<file path="config.mk">
export PLATFORM = sky130hd
export DESIGN_NAME = cnt_seg_disp
export DESIGN_NICKNAME = d
export VERILOG_FILES = /design/src/rtl/cnt_disp_pkg.sv /design/src/rtl/cnt_seg_disp_bin2bcd8.sv /design/src/rtl/cnt_seg_disp.sv
export SDC_FILE = /design/constraint.sdc
export NUM_CORES = 1
export LEC_CHECK = 0
export ABC_AREA = 1
export BUFFER_PORTS_ARGS = -buffer_cell sky130_fd_sc_hd__buf_2
export CORE_UTILIZATION = 40
export DETAILED_ROUTE_END_ITERATION = 7
export GPL_ROUTABILITY_DRIVEN = 0
export PLACE_DENSITY = 0.65
export SLEW_MARGIN = 40
export SYNTH_ARGS = -nofsm -noshare
export SYNTH_HDL_FRONTEND = slang
export SYNTH_SLANG_ARGS = --single-unit
</file>
<file path="constraint.sdc">
create_clock -name clk -period 2.8 [get_ports clk]
set_input_delay 0.56 -clock clk [delete_from_list [all_inputs] [get_ports clk]]
set_output_delay 0.56 -clock clk [all_outputs]
set_load 0.05 [all_outputs]
</file>
<file path="src/rtl/cnt_disp_pkg.sv">
// Shared types, 7-segment glyph constants and small helpers for the
// counter display slice (cnt_seg_disp and its BCD converter).
package cnt_disp_pkg;

  typedef enum logic [1:0] {IDLE, LOAD, SHIFT, DONE} conv_state_e;

  // Segment order {g,f,e,d,c,b,a}, active-low: a 0 lights the segment.
  localparam logic [6:0] SEG_0     = 7'h40;
  localparam logic [6:0] SEG_1     = 7'h79;
  localparam logic [6:0] SEG_2     = 7'h24;
  localparam logic [6:0] SEG_3     = 7'h30;
  localparam logic [6:0] SEG_4     = 7'h19;
  localparam logic [6:0] SEG_5     = 7'h12;
  localparam logic [6:0] SEG_6     = 7'h02;
  localparam logic [6:0] SEG_7     = 7'h78;
  localparam logic [6:0] SEG_8     = 7'h00;
  localparam logic [6:0] SEG_9     = 7'h10;
  localparam logic [6:0] SEG_U     = 7'h41;
  localparam logic [6:0] SEG_D     = 7'h21;
  localparam logic [6:0] SEG_DASH  = 7'h3F;
  localparam logic [6:0] SEG_BLANK = 7'h7F;

  localparam logic [2:0] MODE_TM_DN = 3'd0;
  localparam logic [2:0] MODE_TM_UP = 3'd1;
  localparam logic [2:0] MODE_EV_DN = 3'd4;
  localparam logic [2:0] MODE_EV_UP = 3'd5;

  typedef struct packed {
    logic [6:0] seg;
    logic       dp;
  } glyph_t;

  function automatic logic [6:0] seg_digit(input logic [3:0] d);
    case (d)
      4'd0:    return SEG_0;
      4'd1:    return SEG_1;
      4'd2:    return SEG_2;
      4'd3:    return SEG_3;
      4'd4:    return SEG_4;
      4'd5:    return SEG_5;
      4'd6:    return SEG_6;
      4'd7:    return SEG_7;
      4'd8:    return SEG_8;
      4'd9:    return SEG_9;
      default: return SEG_BLANK;
    endcase
  endfunction

  // Digit-3 glyph: direction letter, decimal point lit for event modes.
  function automatic glyph_t mode_glyph(input logic [2:0] m);
    case (m)
      MODE_TM_DN: return '{seg: SEG_D,    dp: 1'b1};
      MODE_TM_UP: return '{seg: SEG_U,    dp: 1'b1};
      MODE_EV_DN: return '{seg: SEG_D,    dp: 1'b0};
      MODE_EV_UP: return '{seg: SEG_U,    dp: 1'b0};
      default:    return '{seg: SEG_DASH, dp: 1'b1};
    endcase
  endfunction

  // Double-dabble correction: any BCD nibble >= 5 gets +3 before the shift.
  function automatic logic [11:0] dd_adjust(input logic [11:0] b);
    logic [11:0] r;
    r = b;
    for (int i = 0; i < 3; i++) begin
      if (b[4*i +: 4] >= 4'd5) r[4*i +: 4] = b[4*i +: 4] + 4'd3;
    end
    return r;
  endfunction

endpackage

</file>
<file path="src/rtl/cnt_seg_disp_bin2bcd8.sv">
// Sequential double-dabble converter: 8-bit binary to 3 BCD digits in
// LOAD + 8 SHIFT + DONE cycles after a start in IDLE.
module bin2bcd8
  import cnt_disp_pkg::*;
(
  input  logic        clk,
  input  logic        rst,
  input  logic        start_i,
  input  logic [7:0]  value_i,
  output logic [11:0] bcd_o,
  output logic        busy_o,
  output logic        load_o,
  output logic        done_o
);

  conv_state_e state_q, state_d;
  logic [7:0]  sh_q;
  logic [11:0] bcd_q;
  logic [2:0]  iter_q;

  // NOTE: sequential state uses non-blocking assignments so every flop
  // samples pre-edge values regardless of process ordering.
  always_ff @(posedge clk or posedge rst) begin
    if (rst) state_q <= IDLE;
    else     state_q <= state_d;
  end

  // NOTE: next-state defaults to the current state before the case so no
  // path through the block leaves state_d unassigned (no latch).
  always_comb begin
    state_d = state_q;
    case (state_q)
      IDLE:    if (start_i) state_d = LOAD;
      LOAD:    state_d = SHIFT;
      SHIFT:   if (iter_q == 3'd7) state_d = DONE;
      DONE:    state_d = IDLE;
      default: state_d = IDLE;
    endcase
  end

  always_ff @(posedge clk or posedge rst) begin
    if (rst) begin
      sh_q   <= '0;
      bcd_q  <= '0;
      iter_q <= '0;
    end else begin
      case (state_q)
        LOAD: begin
          sh_q   <= value_i;
          bcd_q  <= '0;
          iter_q <= '0;
        end
        SHIFT: begin
          {bcd_q, sh_q} <= {dd_adjust(bcd_q), sh_q} << 1;
          iter_q        <= iter_q + 3'd1;
        end
        default: ;
      endcase
    end
  end

  always_comb begin
    busy_o = (state_q != IDLE);
    load_o = (state_q == LOAD);
    done_o = (state_q == DONE);
    bcd_o  = bcd_q;
  end

endmodule

</file>
<file path="src/rtl/cnt_seg_disp.sv">
// 4-digit multiplexed common-anode display of an 8-bit count plus mode glyph.
// Build option: define LEADING_ZERO_BLANK_EN to blank leading zero digits.
module cnt_seg_disp
  import cnt_disp_pkg::*;
#(
  parameter int SCAN_DIV = 50000,
  parameter int SCAN_W   = 16
) (
  input  logic       clk,
  input  logic       rst,
  input  logic [7:0] count,
  input  logic [2:0] mode,
  output logic [3:0] an,
  output logic [6:0] seg,
  output logic       dp,
  output logic       busy
);

  logic        conv_busy, conv_load, conv_done, start, mismatch;
  logic [11:0] conv_bcd;
  logic [7:0]  last_conv_q;
  logic        pending_q;
  logic [11:0] disp_q;
  logic [SCAN_W-1:0] presc_q;
  logic [1:0]  idx_q;
  logic        tick;
  logic [3:0]  an_q, an_d;
  logic [6:0]  seg_q, seg_d;
  logic        dp_q, dp_d;
  logic [3:0]  ones, tens, hund;
  logic        blank_tens, blank_hund;
  glyph_t      glyph;

  // pending_q remembers a change seen mid-conversion even if count later
  // returns to the latched value, so the converter always re-arms.
  assign mismatch = (count != last_conv_q);
  assign start    = !conv_busy && (mismatch || pending_q);

  bin2bcd8 u_conv (
    .clk     (clk),
    .rst     (rst),
    .start_i (start),
    .value_i (count),
    .bcd_o   (conv_bcd),
    .busy_o  (conv_busy),
    .load_o  (conv_load),
    .done_o  (conv_done)
  );

  always_ff @(posedge clk or posedge rst) begin
    if (rst) begin
      last_conv_q <= '0;
      pending_q   <= 1'b0;
      disp_q      <= '0;
    end else begin
      if (conv_load) last_conv_q <= count;
      pending_q <= (conv_busy && !conv_load) ? (pending_q | mismatch) : 1'b0;
      // Whole result copied in one edge: the display never shows scratch.
      if (conv_done) disp_q <= conv_bcd;
    end
  end

  assign tick = (presc_q == SCAN_W'(SCAN_DIV - 1));

  always_ff @(posedge clk or posedge rst) begin
    if (rst) begin
      presc_q <= '0;
      idx_q   <= '0;
    end else begin
      presc_q <= tick ? '0 : presc_q + SCAN_W'(1);
      if (tick) idx_q <= idx_q + 2'd1;
    end
  end

  assign {hund, tens, ones} = disp_q;
  assign glyph = mode_glyph(mode);

`ifdef LEADING_ZERO_BLANK_EN
  assign blank_hund = (hund == 4'd0);
  assign blank_tens = blank_hund && (tens == 4'd0);
`else
  assign blank_hund = 1'b0;
  assign blank_tens = 1'b0;
`endif

  always_comb begin
    seg_d = SEG_BLANK;
    dp_d  = 1'b1;
    case (idx_q)
      2'd0:    seg_d = seg_digit(ones);
      2'd1:    seg_d = blank_tens ? SEG_BLANK : seg_digit(tens);
      2'd2:    seg_d = blank_hund ? SEG_BLANK : seg_digit(hund);
      default: begin
        seg_d = glyph.seg;
        dp_d  = glyph.dp;
      end
    endcase
  end

  assign an_d = ~(4'b0001 << idx_q);

  // Pin-facing outputs are registered; reset leaves every digit dark.
  always_ff @(posedge clk or posedge rst) begin
    if (rst) begin
      an_q  <= 4'b1111;
      seg_q <= SEG_BLANK;
      dp_q  <= 1'b1;
    end else begin
      an_q  <= an_d;
      seg_q <= seg_d;
      dp_q  <= dp_d;
    end
  end

  assign an   = an_q;
  assign seg  = seg_q;
  assign dp   = dp_q;
  assign busy = conv_busy;

endmodule

</file>
Word-level counts from Yosys, hierarchy flattened
Memory sizes are Yosys's and may differ from the RTL's.
Cells that the tools add are included.
{"block": "op_classes", "n_shift": 1, "add_sub_neg": 6, "bitwise": 2, "muxes": 14, "n_eq_ne": 13, "magnitude_cmp": 3, "reduce_logical": 12}
{"operator": "8-bit one-hot mux with 4 select lines", "n": 1}
{"operator": "12-bit one-hot mux with 2 select lines", "n": 1}
{"operator": "7-bit one-hot mux with 3 select lines", "n": 1}
{"operator": "16-bit by 1-bit adder with 16-bit output (second input constant)", "n": 1}
{"operator": "16-bit == test (second input constant)", "n": 1}
{"operator": "16-bit 2-to-1 mux", "n": 1}
{"operator": "8-bit one-hot mux with 2 select lines", "n": 1}
{"operator": "4-bit by 3-bit greater-or-equal comparator with 1-bit output (second input constant)", "n": 3}
{"operator": "3-bit == test (second input constant)", "n": 3}
{"operator": "4-bit by 2-bit adder with 4-bit output (second input constant)", "n": 2}
{"operator": "4-bit 2-to-1 mux", "n": 2}
{"operator": "8-bit inequality test", "n": 1}
{"operator": "2-bit one-hot mux with 4 select lines", "n": 1}
{"operator": "2-bit == test (second input constant)", "n": 3}
{"operator": "3-bit one-hot mux with 2 select lines", "n": 1}
{"operator": "2-bit by 1-bit == test with 1-bit output (second input constant)", "n": 2}
{"operator": "2-bit zero test", "n": 2}
{"operator": "2-bit 2-to-1 mux", "n": 2}
{"operator": "4-bit NOT", "n": 1}
{"operator": "2-bit nonzero test", "n": 2}
{"operator": "1-bit by 2-bit << shifter with 4-bit output (first input constant)", "n": 1}
{"operator": "3-bit by 1-bit adder with 3-bit output (second input constant)", "n": 1}
{"operator": "3-bit by 2-bit adder with 3-bit output (second input constant)", "n": 1}
{"operator": "3-bit by 1-bit == test with 1-bit output (second input constant)", "n": 1}
{"operator": "12 further kinds", "n": 15}
{"block": "word_totals", "reg_bits": 76, "elab_cells": 66, "mem_count": 3, "in_bits": 13, "rom_bits": 336, "out_inout_bits": 13}
{"name": "(name not given)", "words": 16, "word_bits": 7, "rd": 1, "rd_ports_with_merged_regs": 0, "wr": 0, "line": "cnt_disp_pkg.sv:34", "text": "case (d)"}
{"name": "(name not given)", "words": 16, "word_bits": 7, "rd": 1, "rd_ports_with_merged_regs": 0, "wr": 0, "line": "cnt_disp_pkg.sv:34"}
{"name": "(name not given)", "words": 16, "word_bits": 7, "rd": 1, "rd_ports_with_merged_regs": 0, "wr": 0, "line": "cnt_disp_pkg.sv:34"}

Depth between registers and ports, before layout
{"block": "logic_depth", "word_depth": 5, "depth_mapped": 10, "depth_no_buf": 10}

Modules after synthesis
A second synthesis with hierarchy kept.
{"block": "hier_totals", "cells_unflattened": 559, "hier_area_um2": 4381.7}
{"module": "cnt_seg_disp", "cells_per_inst": 397, "instances": 1, "seq_area_each_um2": 1291.2, "area_each_um2": 2990.4}
{"module": "bin2bcd8", "cells_per_inst": 162, "instances": 1, "seq_area_each_um2": 625.6, "area_each_um2": 1391.3}

Worst setup path after synthesis
No wires, ideal clock.
{"block": "synth_path", "path_kind": "reg2out", "startpoint": "register u_conv.state_q[0]", "endpoint": "output busy", "stages_incl_launch_ff": 4, "required_ns": 2.240, "t_arrival_ns": 0.964, "path_buffers": 0, "setup_slack_ns": 1.276, "path_cell_list": "dfrtp_1 -> inv_1 -> ha_1 -> inv_1"}
{"block": "synth_between", "elab_chain_cells": 1}
{"item": "from (decl)", "line": "cnt_seg_disp_bin2bcd8.sv:16", "text": "conv_state_e state_q, state_d;"}
{"item": "from (signal assigned)", "line": "cnt_seg_disp_bin2bcd8.sv:25", "text": "else state_q <= state_d;"}
{"item": "2-bit nonzero test", "line": "cnt_seg_disp_bin2bcd8.sv:63", "text": "busy_o = (state_q != IDLE);"}
{"item": "to (decl)", "line": "cnt_seg_disp.sv:16", "text": "output logic busy"}
Every way passes these cells.

Worst setup path in the final report
Same ends and word-level chain as after synthesis.

==> results.toml <==
[critical_path]
start_kind = "flip-flop"
criticalPathCategory = "flip-flop to output port"
required_ns = 2.24
r2r_start = "u_conv.state_q[0]$_DFFE_PP0P_"
crit_arrival_ns = 1.39
cp-endpoint = "busy"
cp-startpoint = "u_conv.state_q[0]$_DFFE_PP0P_"
r2r_end = "u_conv.bcd_o[5]$_DFFE_PP0P_"
worst-r2r-cell-count = 6
endpoint_kind = "output port"
worstPathMaxFanout = 4
rrSetupSlack_ns = 0.91

[final_layout]
final_cell_mix = "111 x nand2_1, 79 x inv_1, 65 x nor2_1"
fin_util_pct = 46.10
drive_above_1_share_pct = 11.52
final_area_um2 = 4760
diodes = 0
final_common_cell = "nand2_1"
nNetsFinal = 608
synthToLayoutAreaGrowth_pct = 12.15

[yosys]
synth_edf_count = 0
yosys.area_share.adder_pct = 10.61
synth_top_area_cell = "dfrtp_1"
synth_seq_cells = 76
syn-num-nets = 577
synth-compound-area-share_pct = 12.47
synth_cell_types = 31
syn_inst = 528
synth.avg_cell_area_um2 = 8.038
synth.mux.area_fraction_pct = 0
ys_warn_count = 0
synth-seq-area-share_pct = 45.17
synthXorXnorAreaFrac_pct = 2.683
synth_ff_type = "dfrtp_1"
ys_async_sr_fraction_pct = 100.0
synth_top_cells_by_area = "dfrtp_1 38%, ha_1 11%, nand2_1 9.8%, dfstp_2 7.4%, inv_1 7.1%"
synth_top_family_by_area = "simple AND/OR/NAND/NOR gates"
synth.top_cell.area_share_pct = 37.74
synthesis.area_um2 = 4244
synth-simple-area-share_pct = 20.96

[floorplanning]
die_w_um = 105.0
initial_core_util_pct = 41.11
coreArea_um2 = 10320
io_pins = 26
rows = 37
dieHeight_um = 105.0
die-area_um2 = 11030

[cts]
post_cts_buffers = 0
cts_tree = "done"
clock_sinks = 76
hold_buffers = 0
cts.path.max_buffers = 2
cts-htree-levels = 3
clk_pin_slew_worst_paths_ns = 0.09
worstSkewPairLatency_ns = 0.35
cts_buffers = 9
cts-root-buf = "clkbuf_8"
cts_resized = 0

[timing]
min_period_ns = 1.949
final.setup.tns_ns = 0
setup_violations = 0
drv_slew = 0
rsz0062_at_grt = "no"
setup_slack_ns = 0.8506
finClkSkew_ns = 0.01478
fin_crit_sh_pct = 69.62
max-slew-margin-rel_pct = 56.98
max_freq_ghz = 0.5130
worst_pin_slew_ns = 0.6453
finalHoldViolCount = 0

[pwr]
peakVddDrop_v = 0.0004364
total_power_mw = 3.025
power.density_nw_per_um2 = 635.5
leakagePower_nw = 2.370

[routing]
viasPerCell = 4.719
first_iter_violations = 125
routedWlPerCell_um = 11.18
drc_errors = 0
firstDrtPassIters = 4
vias = 3303
finalWirelength_mm = 7.826
ant_nets = 0

[worst_hold_path]
hp-class = "input port to async pin"

[placement]
portBuffers = 25
dp_hpwl_mm = 5.761
postPlaceCellArea_um2 = 4542
place_ws_ns = 0.9226

[global_routing]
antenna_found_initial = 0
grt_max_degree = 34
grt_remaining_overflow = 0
grtUsageTotal_pct = 15.40
grt_pass1_wl_mm = 13.70
grt_pass1_vias = 3166

[run_status]
status = "complete, no violations"

[job]
cap_viol_max_count = 0
## flip-flops by register name, summed over array words and instances (netlist names), 3 cells and up
signal,count
u_conv.sh_q,8
an,4
seg,7
presc_q,16
u_conv.iter_q,3
u_conv.bcd_o,12
disp_q,12
last_conv_q,8
## worst min-delay path by stage
stage	from	end	slack, ns	depth (start not counted)
after floorplan	u_conv.sh_q[0]$_DFFE_PP0P_	u_conv.sh_q[0]$_DFFE_PP0P_	0.45	2
after global placement	presc_q[0]$_DFF_PP0_	presc_q[0]$_DFF_PP0_	0.48	1
after detailed placement	presc_q[0]$_DFF_PP0_	presc_q[0]$_DFF_PP0_	0.49	1
after CTS	rst	last_conv_q[5]$_DFFE_PP0N_	0.21	2
after global routing	rst	last_conv_q[5]$_DFFE_PP0N_	0.23	2
final	rst	last_conv_q[5]$_DFFE_PP0N_	0.20	2
## metrics by stage
step	hold slack (ns)	std cells
floorplan	0.4533	528
global placement	0.4762	684
detailed placement	0.4886	684
CTS	0.2073	700
global route	0.2306	700
finish	0.2006	700
## worst max-delay path: stages, from the launching register on
cell	delay, ns
dfrtp_1	0.40
inv_1	0.08
ha_1	0.25
inv_1	0.07
buf_2	0.25
## Yosys cell counts, types with 2 or more instances
library cell and instances:
nand2_1 111, inv_2 3, o22ai_1 7, nor2_1 65, o21ai_0 60, a22o_1 2, a21oi_1 18, buf_2 2
nor3_1 3, nand3_1 26, o21ai_1 3, clkbuf_1 6, ha_1 36, inv_1 80, xnor2_1 2, a31oi_1 2
dfrtp_1 64, dfstp_2 12, xor2_1 11, o211ai_1 3, nand4_1 2
## logic make-up after synthesis
family	count (synthesis)
and+or+nand+nor	214
DFF	76
xor gates and xnor gates	13
buffers and inverters	91
AOI/OAI and AO/OA	98
adders and majority gates	36
## layout make-up
class                      count  area [um2]
clock buffer                  11       141.4
tap                          136       170.2
inverter                      83       311.5
fill                        1010        5564
timing repair buffer          28       160.2
clock inverter                 5       76.32
multi-input combinational    361        1983
sequential                    76        1917
## power breakdown
part / switching, mW / total, mW / internal, mW
combinational: 0.538 / 0.773 / 0.235
sequential: 0.0829 / 1.33 / 1.25
clock: 0.398 / 0.920 / 0.522
## per-layer routing
metal | routed length [um] | global-route usage, % | part of all wire, %
met5 | 0 | 0 | 0
met4 | 153 | 5.835 | 2.0
met3 | 271 | 4.554 | 3.5
met2 | 3630 | 25.35 | 46
met1 | 3771 | 19.03 | 48
Note: power is estimated with default switching activity, not from simulation.
